`src/rtl/irq_pkg.sv`:
```
// Shared types and limits for the external interrupt arbiter.
package irq_pkg;

    localparam int NSRC_MAX = 16;

    typedef enum logic [1:0] {
        IDLE    = 2'd0,
        REQ     = 2'd1,
        SERVICE = 2'd2
    } irq_state_t;

endpackage

```
`src/rtl/irq_prio_sel.sv`:
```
// Combinational selector: the first set bit of elig at or after start, wrapping modulo NSRC.
module irq_prio_sel
    import irq_pkg::*;
#(
    parameter int NSRC = 4,
    parameter int IDW  = $clog2(NSRC)
) (
    input  logic [NSRC-1:0] elig,
    input  logic [IDW-1:0]  start,
    output logic [IDW-1:0]  idx,
    output logic            valid
);

    logic [2*NSRC-1:0] dbl;
    logic [NSRC-1:0]   rot;
    int                pos;

    // Rotate so that bit 0 of rot corresponds to elig[start].
    assign dbl = {elig, elig} >> start;
    assign rot = dbl[NSRC-1:0];

    // NOTE: every output gets a default before the loop so no latch is inferred.
    always_comb begin
        idx   = '0;
        valid = 1'b0;
        pos   = 0;
        for (int k = 0; k < NSRC; k++) begin
            if (!valid && rot[k]) begin
                valid = 1'b1;
                pos   = int'(start) + k;
                if (pos >= NSRC) pos = pos - NSRC;
                idx   = IDW'(pos);
            end
        end
    end

endmodule

```
`src/rtl/irq_arbiter.sv`:
```
// Edge-latching interrupt arbiter feeding the controller's ExtIRQ/ExtIAck/ERet handshake.
// Define IRQ_ROUND_ROBIN_EN for rotating priority; the default is fixed lowest-index priority.
module irq_arbiter
    import irq_pkg::*;
#(
    parameter int NSRC = 4,
    parameter int IDW  = $clog2(NSRC)
) (
    input  logic            clk,
    input  logic            reset,
    input  logic [NSRC-1:0] irq_in,
    input  logic [NSRC-1:0] irq_mask,
    input  logic            ExtIAck,
    input  logic            ERet,
    output logic            ExtIRQ,
    output logic [IDW-1:0]  irq_id,
    output logic            in_service,
    output logic [NSRC-1:0] pending
);

    irq_state_t      state;
    logic [NSRC-1:0] prev_irq;
    logic [NSRC-1:0] rise;
    logic [NSRC-1:0] clr;
    logic [NSRC-1:0] elig;
    logic [IDW-1:0]  start;
    logic [IDW-1:0]  sel_idx;
    logic            sel_valid;
    logic            ack_hit;

    assign rise    = irq_in & ~prev_irq;
    assign ack_hit = (state == REQ) && ExtIAck;
    assign clr     = ack_hit ? (NSRC'(1) << irq_id) : '0;
    assign elig    = pending & irq_mask;

`ifdef IRQ_ROUND_ROBIN_EN
    logic [IDW-1:0] rr_ptr;
    int             rr_next;

    assign rr_next = (int'(irq_id) + 1) % NSRC;

    always_ff @(posedge clk) begin
        if (reset) begin
            rr_ptr <= '0;
        end else if (ack_hit) begin
            rr_ptr <= IDW'(rr_next);
        end
    end

    assign start = rr_ptr;
`else
    assign start = '0;
`endif

    irq_prio_sel #(
        .NSRC (NSRC),
        .IDW  (IDW)
    ) u_sel (
        .elig  (elig),
        .start (start),
        .idx   (sel_idx),
        .valid (sel_valid)
    );

    // NOTE: state is updated with non-blocking assignments so every register samples pre-edge values.
    always_ff @(posedge clk) begin
        if (reset) begin
            state      <= IDLE;
            prev_irq   <= '0;
            pending    <= '0;
            ExtIRQ     <= 1'b0;
            irq_id     <= '0;
            in_service <= 1'b0;
        end else begin
            prev_irq <= irq_in;
            // A new edge on the bit being acknowledged survives the clear.
            pending  <= (pending & ~clr) | (rise & irq_mask);

            case (state)
                IDLE: begin
                    if (sel_valid) begin
                        irq_id <= sel_idx;
                        ExtIRQ <= 1'b1;
                        state  <= REQ;
                    end
                end
                REQ: begin
                    if (ExtIAck) begin
                        ExtIRQ     <= 1'b0;
                        in_service <= 1'b1;
                        state      <= SERVICE;
                    end
                end
                SERVICE: begin
                    if (ERet) begin
                        in_service <= 1'b0;
                        state      <= IDLE;
                    end
                end
                default: begin
                    ExtIRQ     <= 1'b0;
                    in_service <= 1'b0;
                    state      <= IDLE;
                end
            endcase
        end
    end

endmodule
```
`config.mk`:
```
export PLATFORM = sky130hd
export DESIGN_NAME = irq_arbiter
export DESIGN_NICKNAME = d
export VERILOG_FILES = /design/src/rtl/irq_pkg.sv /design/src/rtl/irq_prio_sel.sv /design/src/rtl/irq_arbiter.sv
export SDC_FILE = /design/constraint.sdc
export NUM_CORES = 1
export LEC_CHECK = 0
export CAP_MARGIN = 20
export CORE_AREA = 4 4 41 43
export CTS_BUF_LIST = sky130_fd_sc_hd__clkbuf_4
export DETAILED_ROUTE_END_ITERATION = 10
export DIE_AREA = 0 0 45 47
export DONT_BUFFER_PORTS = 1
export SETUP_SLACK_MARGIN = 0.3
export SLEW_MARGIN = 20
export SYNTH_ARGS = -nofsm -noshare
export SYNTH_HDL_FRONTEND = slang
export SYNTH_HIERARCHICAL = 1
export SYNTH_SLANG_ARGS = --single-unit
```
`constraint.sdc`:
```
create_clock -name clk -period 2 [get_ports clk]
set_input_delay 0.2 -clock clk [delete_from_list [all_inputs] [get_ports clk]]
set_output_delay 0.2 -clock clk [all_outputs]
set_load 0.01 [all_outputs]
```
Word-level counts from Yosys, hierarchy flattened:

Index checks and enable logic that the tools add are counted.

* register bits: 14
* input bits: 12
* output and inout port bits: 8
* logic and storage cells: 51

* equal/unequal tests: 5
* shifts and indexed selects: 1
* muxes and demuxes: 18
* bitwise logic cells: 9
* reduce and logical (&&, ||, !) cells: 12

Operators with widths (count)
* $and A4 B4 Y4: 4
* $mux W2: 5
* $mux W1: 9
* $reduce_and A3 Y1: 3
* $not A4 Y4: 2
* $ne A2 B2 Y1 const B: 3
* $pmux W1 S3: 2
* $pmux W2 S3: 1
* $logic_and A1 B1 Y1: 4
* $mux W4: 1
* $or A4 B4 Y4: 1
* $shl A1 B2 Y4 const A: 1
* $logic_not A1 Y1: 3
* $eq A2 B1 Y1 const B: 1
* $eq A2 B2 Y1 const B: 1
* $logic_not A2 Y1: 1
* $not A1 Y1: 2
* $reduce_and A2 Y1: 1

Logic depth before layout (Yosys ltp):

* depth after elaboration: 13
* depth in mapped cells: 6
* depth with buffers taken out: 6

Hierarchy:

The synthesis kept the hierarchy.

Modules (own cells, without submodules)
* irq_arbiter: instances 1, cells each 59, area each 563.0 um2, seq. area each 280.3 um2
* irq_prio_sel: instances 1, cells each 12, area each 73.8 um2, seq. area each 0.0 um2

Worst setup path before layout:

No wires, ideal clock.

* path type: reg2reg
* start point: register pending[0]
* end point: register irq_id[0]
* library setup time: 128 ps
* arrival time: 1414 ps
* required time: 1872 ps
* setup slack: 458 ps
* cell stages (with the launch flop): 6
* buffers on the path: 0
* clock period less this slack: 1542 ps
* path through: dfxtp_1 and2_1 or4_1 nor3b_2 mux2i_1 nor2_1

* longest elaborated chain between the ends: 12
* elaborated cells between the ends (all ways): 15
* classes of those cells: mux: 7; bitwise: 1; reduce/logical: 7

Ends and longest elaborated chain
* start: declaration: RTL line irq_arbiter.sv:18 `output logic [NSRC-1:0] pending`
* start signal: assignment: RTL line irq_arbiter.sv:77 `pending <= (pending & ~clr) | (rise & irq_mask);`
* $and A4 B4 Y4 (*): RTL line irq_arbiter.sv:34 `assign elig = pending & irq_mask;`
* net elig[0]: RTL line irq_arbiter.sv:25 `logic [NSRC-1:0] elig;`
* $mux W1 (*): RTL line irq_prio_sel.sv:28 `if (!valid && rot[k]) begin`
* $logic_not A1 Y1: RTL line irq_prio_sel.sv:28
* $logic_and A1 B1 Y1: RTL line irq_prio_sel.sv:28
* $mux W1 (*): RTL line irq_prio_sel.sv:28
* $logic_not A1 Y1: RTL line irq_prio_sel.sv:28
* $logic_and A1 B1 Y1: RTL line irq_prio_sel.sv:28
* $mux W1 (*): RTL line irq_prio_sel.sv:28
* $logic_not A1 Y1: RTL line irq_prio_sel.sv:28
* $logic_and A1 B1 Y1: RTL line irq_prio_sel.sv:28
* $mux W1 (*): RTL line irq_prio_sel.sv:28
* net sel_valid: RTL line irq_arbiter.sv:28 `logic sel_valid;`
* $reduce_and A2 Y1 (no source line) (*)
* end signal: assignment: RTL line irq_arbiter.sv:82 `irq_id <= sel_idx;`
* end: declaration: RTL line irq_arbiter.sv:16 `output logic [IDW-1:0] irq_id,`

Mark *: on every way through the listed nets, which the timed path passes. The rest lies on a longest branch.
A chain may end at the register's enable or synchronous reset.

Final worst setup path:

* start point: register pending[0]
* end point: register irq_id[1]

Same word-level chain as after synthesis.

==> key figures <==
Status
  – Result of the run: complete, no violations

Clock network
  – Clock buffers created by TritonCTS: 3
  – # clock sinks: 14
  – Insertion delay of the later-clocked pin in the worst-skew pair: 0.27 ns
  – Post-CTS Repair Setup Buffers: 0
  – Root Buffer: clkbuf_4
  – Maximum root-to-sink buffer count: 2
  – Clock slew at the register clock pins of the worst setup and hold paths: 0.08 ns
  – TritonCTS clock tree: built
  – CTS H-tree lvls: 1

Timing
  – Final max-slew violation count: 0
  – Setup repair after global routing missed its margin: false
  – Number of hold violations in the final report: 0
  – Worst path setup slack after routing: 0.3761 ns
  – Max Freq: 615.8 MHz
  – Final cycle utilization of the critical path: 81.20%
  – Final total negative setup slack: 0 ns
  – Setup Skew: 0.004165 ns
  – Setup violation total in the final timing report: 0
  – Minimum period implied by the final worst setup slack: 1.624 ns

Final layout
  – Share of final-layout standard cells stronger than drive strength 1: 10.13%
  – Share of the core filled with cells in the final layout: 54.42%
  – Area of all sequential standard cells: 281.5 um2
  – Area taken by multi-input logic gates: 352.8 um2
  – Ant. Diodes: 0
  – Number of fill cells in the layout: 136
  – Area growth, synth to finish: 11.20%
  – Final #Nets: 93

Power and ir drop
  – Sw Share: 25.43%
  – Overall power of the completed layout: 0.5481 mW
  – Clk network pwr share: 27.0%
  – Part of the power in combinational logic: 12.9%
  – Switching power summed over all nets: 0.1394 mW
  – Max VDD drop: 0.4088 mV
  – Cell leakage power: 0.2721 nW
  – Power density over the cells: 773.9 mW/mm2
  – Flop pwr share: 60.2%
  – Internal Dissipation: 0.4087 mW

Floorplan
  – Die Footprint: 0.002115 mm2
  – Vertical die dimension: 47 um
  – Placement row count: 13
  – Horizontal extent of the die: 45 um
  – Core area: 0.001301 mm2
  – Effective utilization at floorplan: 48.94%
  – Number of ports placed on the die boundary: 20

Hold path
  – Count of cells along the worst hold path: 1
  – Classification of the worst-slack hold path: in2reg

Global route
  – Pin count of the biggest net entering global routing: 11
  – Global-route wire length before repair: 1.876 mm
  – GRT Residual Overflow: 0
  – Number of antenna violations at the first check in global routing: 0
  – Total track usage: 12.55%
  – Via count of the first global-routing pass: 445

Synth
  – Netlist cell types: 26
  – Synth Area per Inst: 8.970 um2
  – #FFs+latches synth: 14
  – Yosys warning count: 6
  – Number of instances in the synthesized netlist: 71
  – Synthesized cell area: 636.9 um2
  – Register area share after synthesis: 44.01%

Routing
  – First-pass iteration count of the detailed router: 3
  – Wire length per cell: 13.06 um
  – Number of routed nets with antenna violations: 0
  – Final Routed Wirelength: 1.228 mm
  – Iter 0 DRT Violations: 5
  – Vias per std cell: 5.319
  – Via count: 500
  – DRC violation count after routing: 0

Worst setup path
  – Number of cells traversed by the worst register-to-register path: 5
  – Type of element capturing the critical path: flip-flop
  – Largest fanout on the critical path: 5
  – Critical path startpoint category: flip-flop
  – Data arrival at the endpoint of the critical path: 1.78 ns
  – Critical path class: reg2reg
  – WP data required: 2.15 ns

Placed design
  – Port bufs: 0
  – Global placer's final weighted congestion: 0.7656
  – Placement Setup Slack: 0.3472 ns
  – Detailed placer's ending HPWL: 914.7 um

Flow run
  – Max-capacitance violation count: 0
-- state kept, by name (all words and copies together), names as in the netlist --
signal      count
ExtIRQ          1
state           2
pending         4
irq_id          2
in_service      1
prev_irq        4
-- critical path, stage by stage (launching register included) --
cell and delay (ns):
dfxtp_2 0.35, and2_2 0.20, or4_4 0.55, nor3b_2 0.19, mux2i_1 0.16, nor2_1 0.05
-- per-stage QoR --
stage	cells	hold WS, ns	instance area [um2]
after CTS	94	0.01079	701.9
after global routing	94	0.005052	708.2
after global placement	90	0.2722	669.4
after detailed placement	90	0.2739	669.4
final	94	0.01950	708.2
after floorplan	77	0.2793	659.4
-- logic make-up after synthesis --
family          after synthesis  synth area share (%)
compound gates               18                 19.25
buf+inv                       8                 4.910
flops                        14                 44.01
mux                           3                 4.715
other cells                   1                0.5888
simple gates                 27                 26.52
-- cell usage after synthesis --
master / number / share of area, %
a2111oi_0: 1 / 1.4
a21oi_1: 8 / 6.3
a311oi_1: 1 / 1.4
a31o_1: 2 / 2.8
and2_1: 4 / 3.9
and3b_1: 2 / 2.8
buf_2: 1 / 0.79
clkbuf_1: 1 / 0.59
conb_1: 1 / 0.59
dfxtp_1: 14 / 44
inv_1: 5 / 2.9
inv_2: 1 / 0.59
mux2i_1: 3 / 4.7
nand2b_1: 1 / 0.98
nand3_1: 1 / 0.79
nand3b_1: 3 / 3.5
nand4_1: 2 / 2.0
nor2_1: 6 / 3.5
nor2b_1: 5 / 4.9
nor3b_2: 1 / 2.0
o21ai_0: 1 / 0.79
o2bb2a_1: 1 / 1.6
o31ai_1: 3 / 3.5
o32a_1: 1 / 1.6
or3_1: 1 / 0.98
or4_1: 1 / 1.2
-- layout make-up --
class,instances,area share (%)
multi-input combinational,55,49.82
sequential,14,39.75
clock buffer,3,3.180
tap,15,2.650
timing repair buffer,1,1.413
inverter,6,3.180
-- metal layers --
layer	track usage (%)	wire length (um)	vias up
li1	-	-	264
met1	15.24	557	218
met2	18.36	567	16
met3	6.897	92	2
met4	5.263	10	0
met5	0	0	-
-- cells in the final DEF, fill, tap and decap left out, drive strengths merged, types with 3 or more instances in the layout --
master | synthesis | routed
and2 | 4 | 4
o31ai | 3 | 3
dfxtp | 14 | 14
nor2b | 5 | 5
nand3b | 3 | 3
inv | 6 | 6
conb | 1 | 7
nor2 | 6 | 6
a21oi | 8 | 8
clkbuf | 1 | 3
mux2i | 3 | 3
-- final timing paths --
path | endpoint | from | slack, ns
setup / recovery | irq_id[1] | pending[0] | 0.38
hold reg to reg | pending[0] | prev_irq[0] | 0.50
setup reg to reg | irq_id[1] | pending[0] | 0.38
hold / removal | state[0] | reset | 0.02
-- power by group through the flow --
| stage | Sequential (mW) | Combinational (mW) | Clock (mW) |
|---|---|---|---|
| floorplan | 0.325 | 0.0650 | 0 |
| global placement | 0.336 | 0.0628 | 0 |
| detailed placement | 0.336 | 0.0632 | 0 |
| CTS | 0.330 | 0.0683 | 0.155 |
| global route | 0.333 | 0.0805 | 0.172 |
| finish | 0.330 | 0.0704 | 0.148 |
-- timing repair --
action	4_1_cts	5_1_grt
endpoints found under the hold margin	10	0
setup endpoints to repair	0	2
hold buffers	1	0
gates resized for setup	0	3
(Power assumes the default switching activity.)
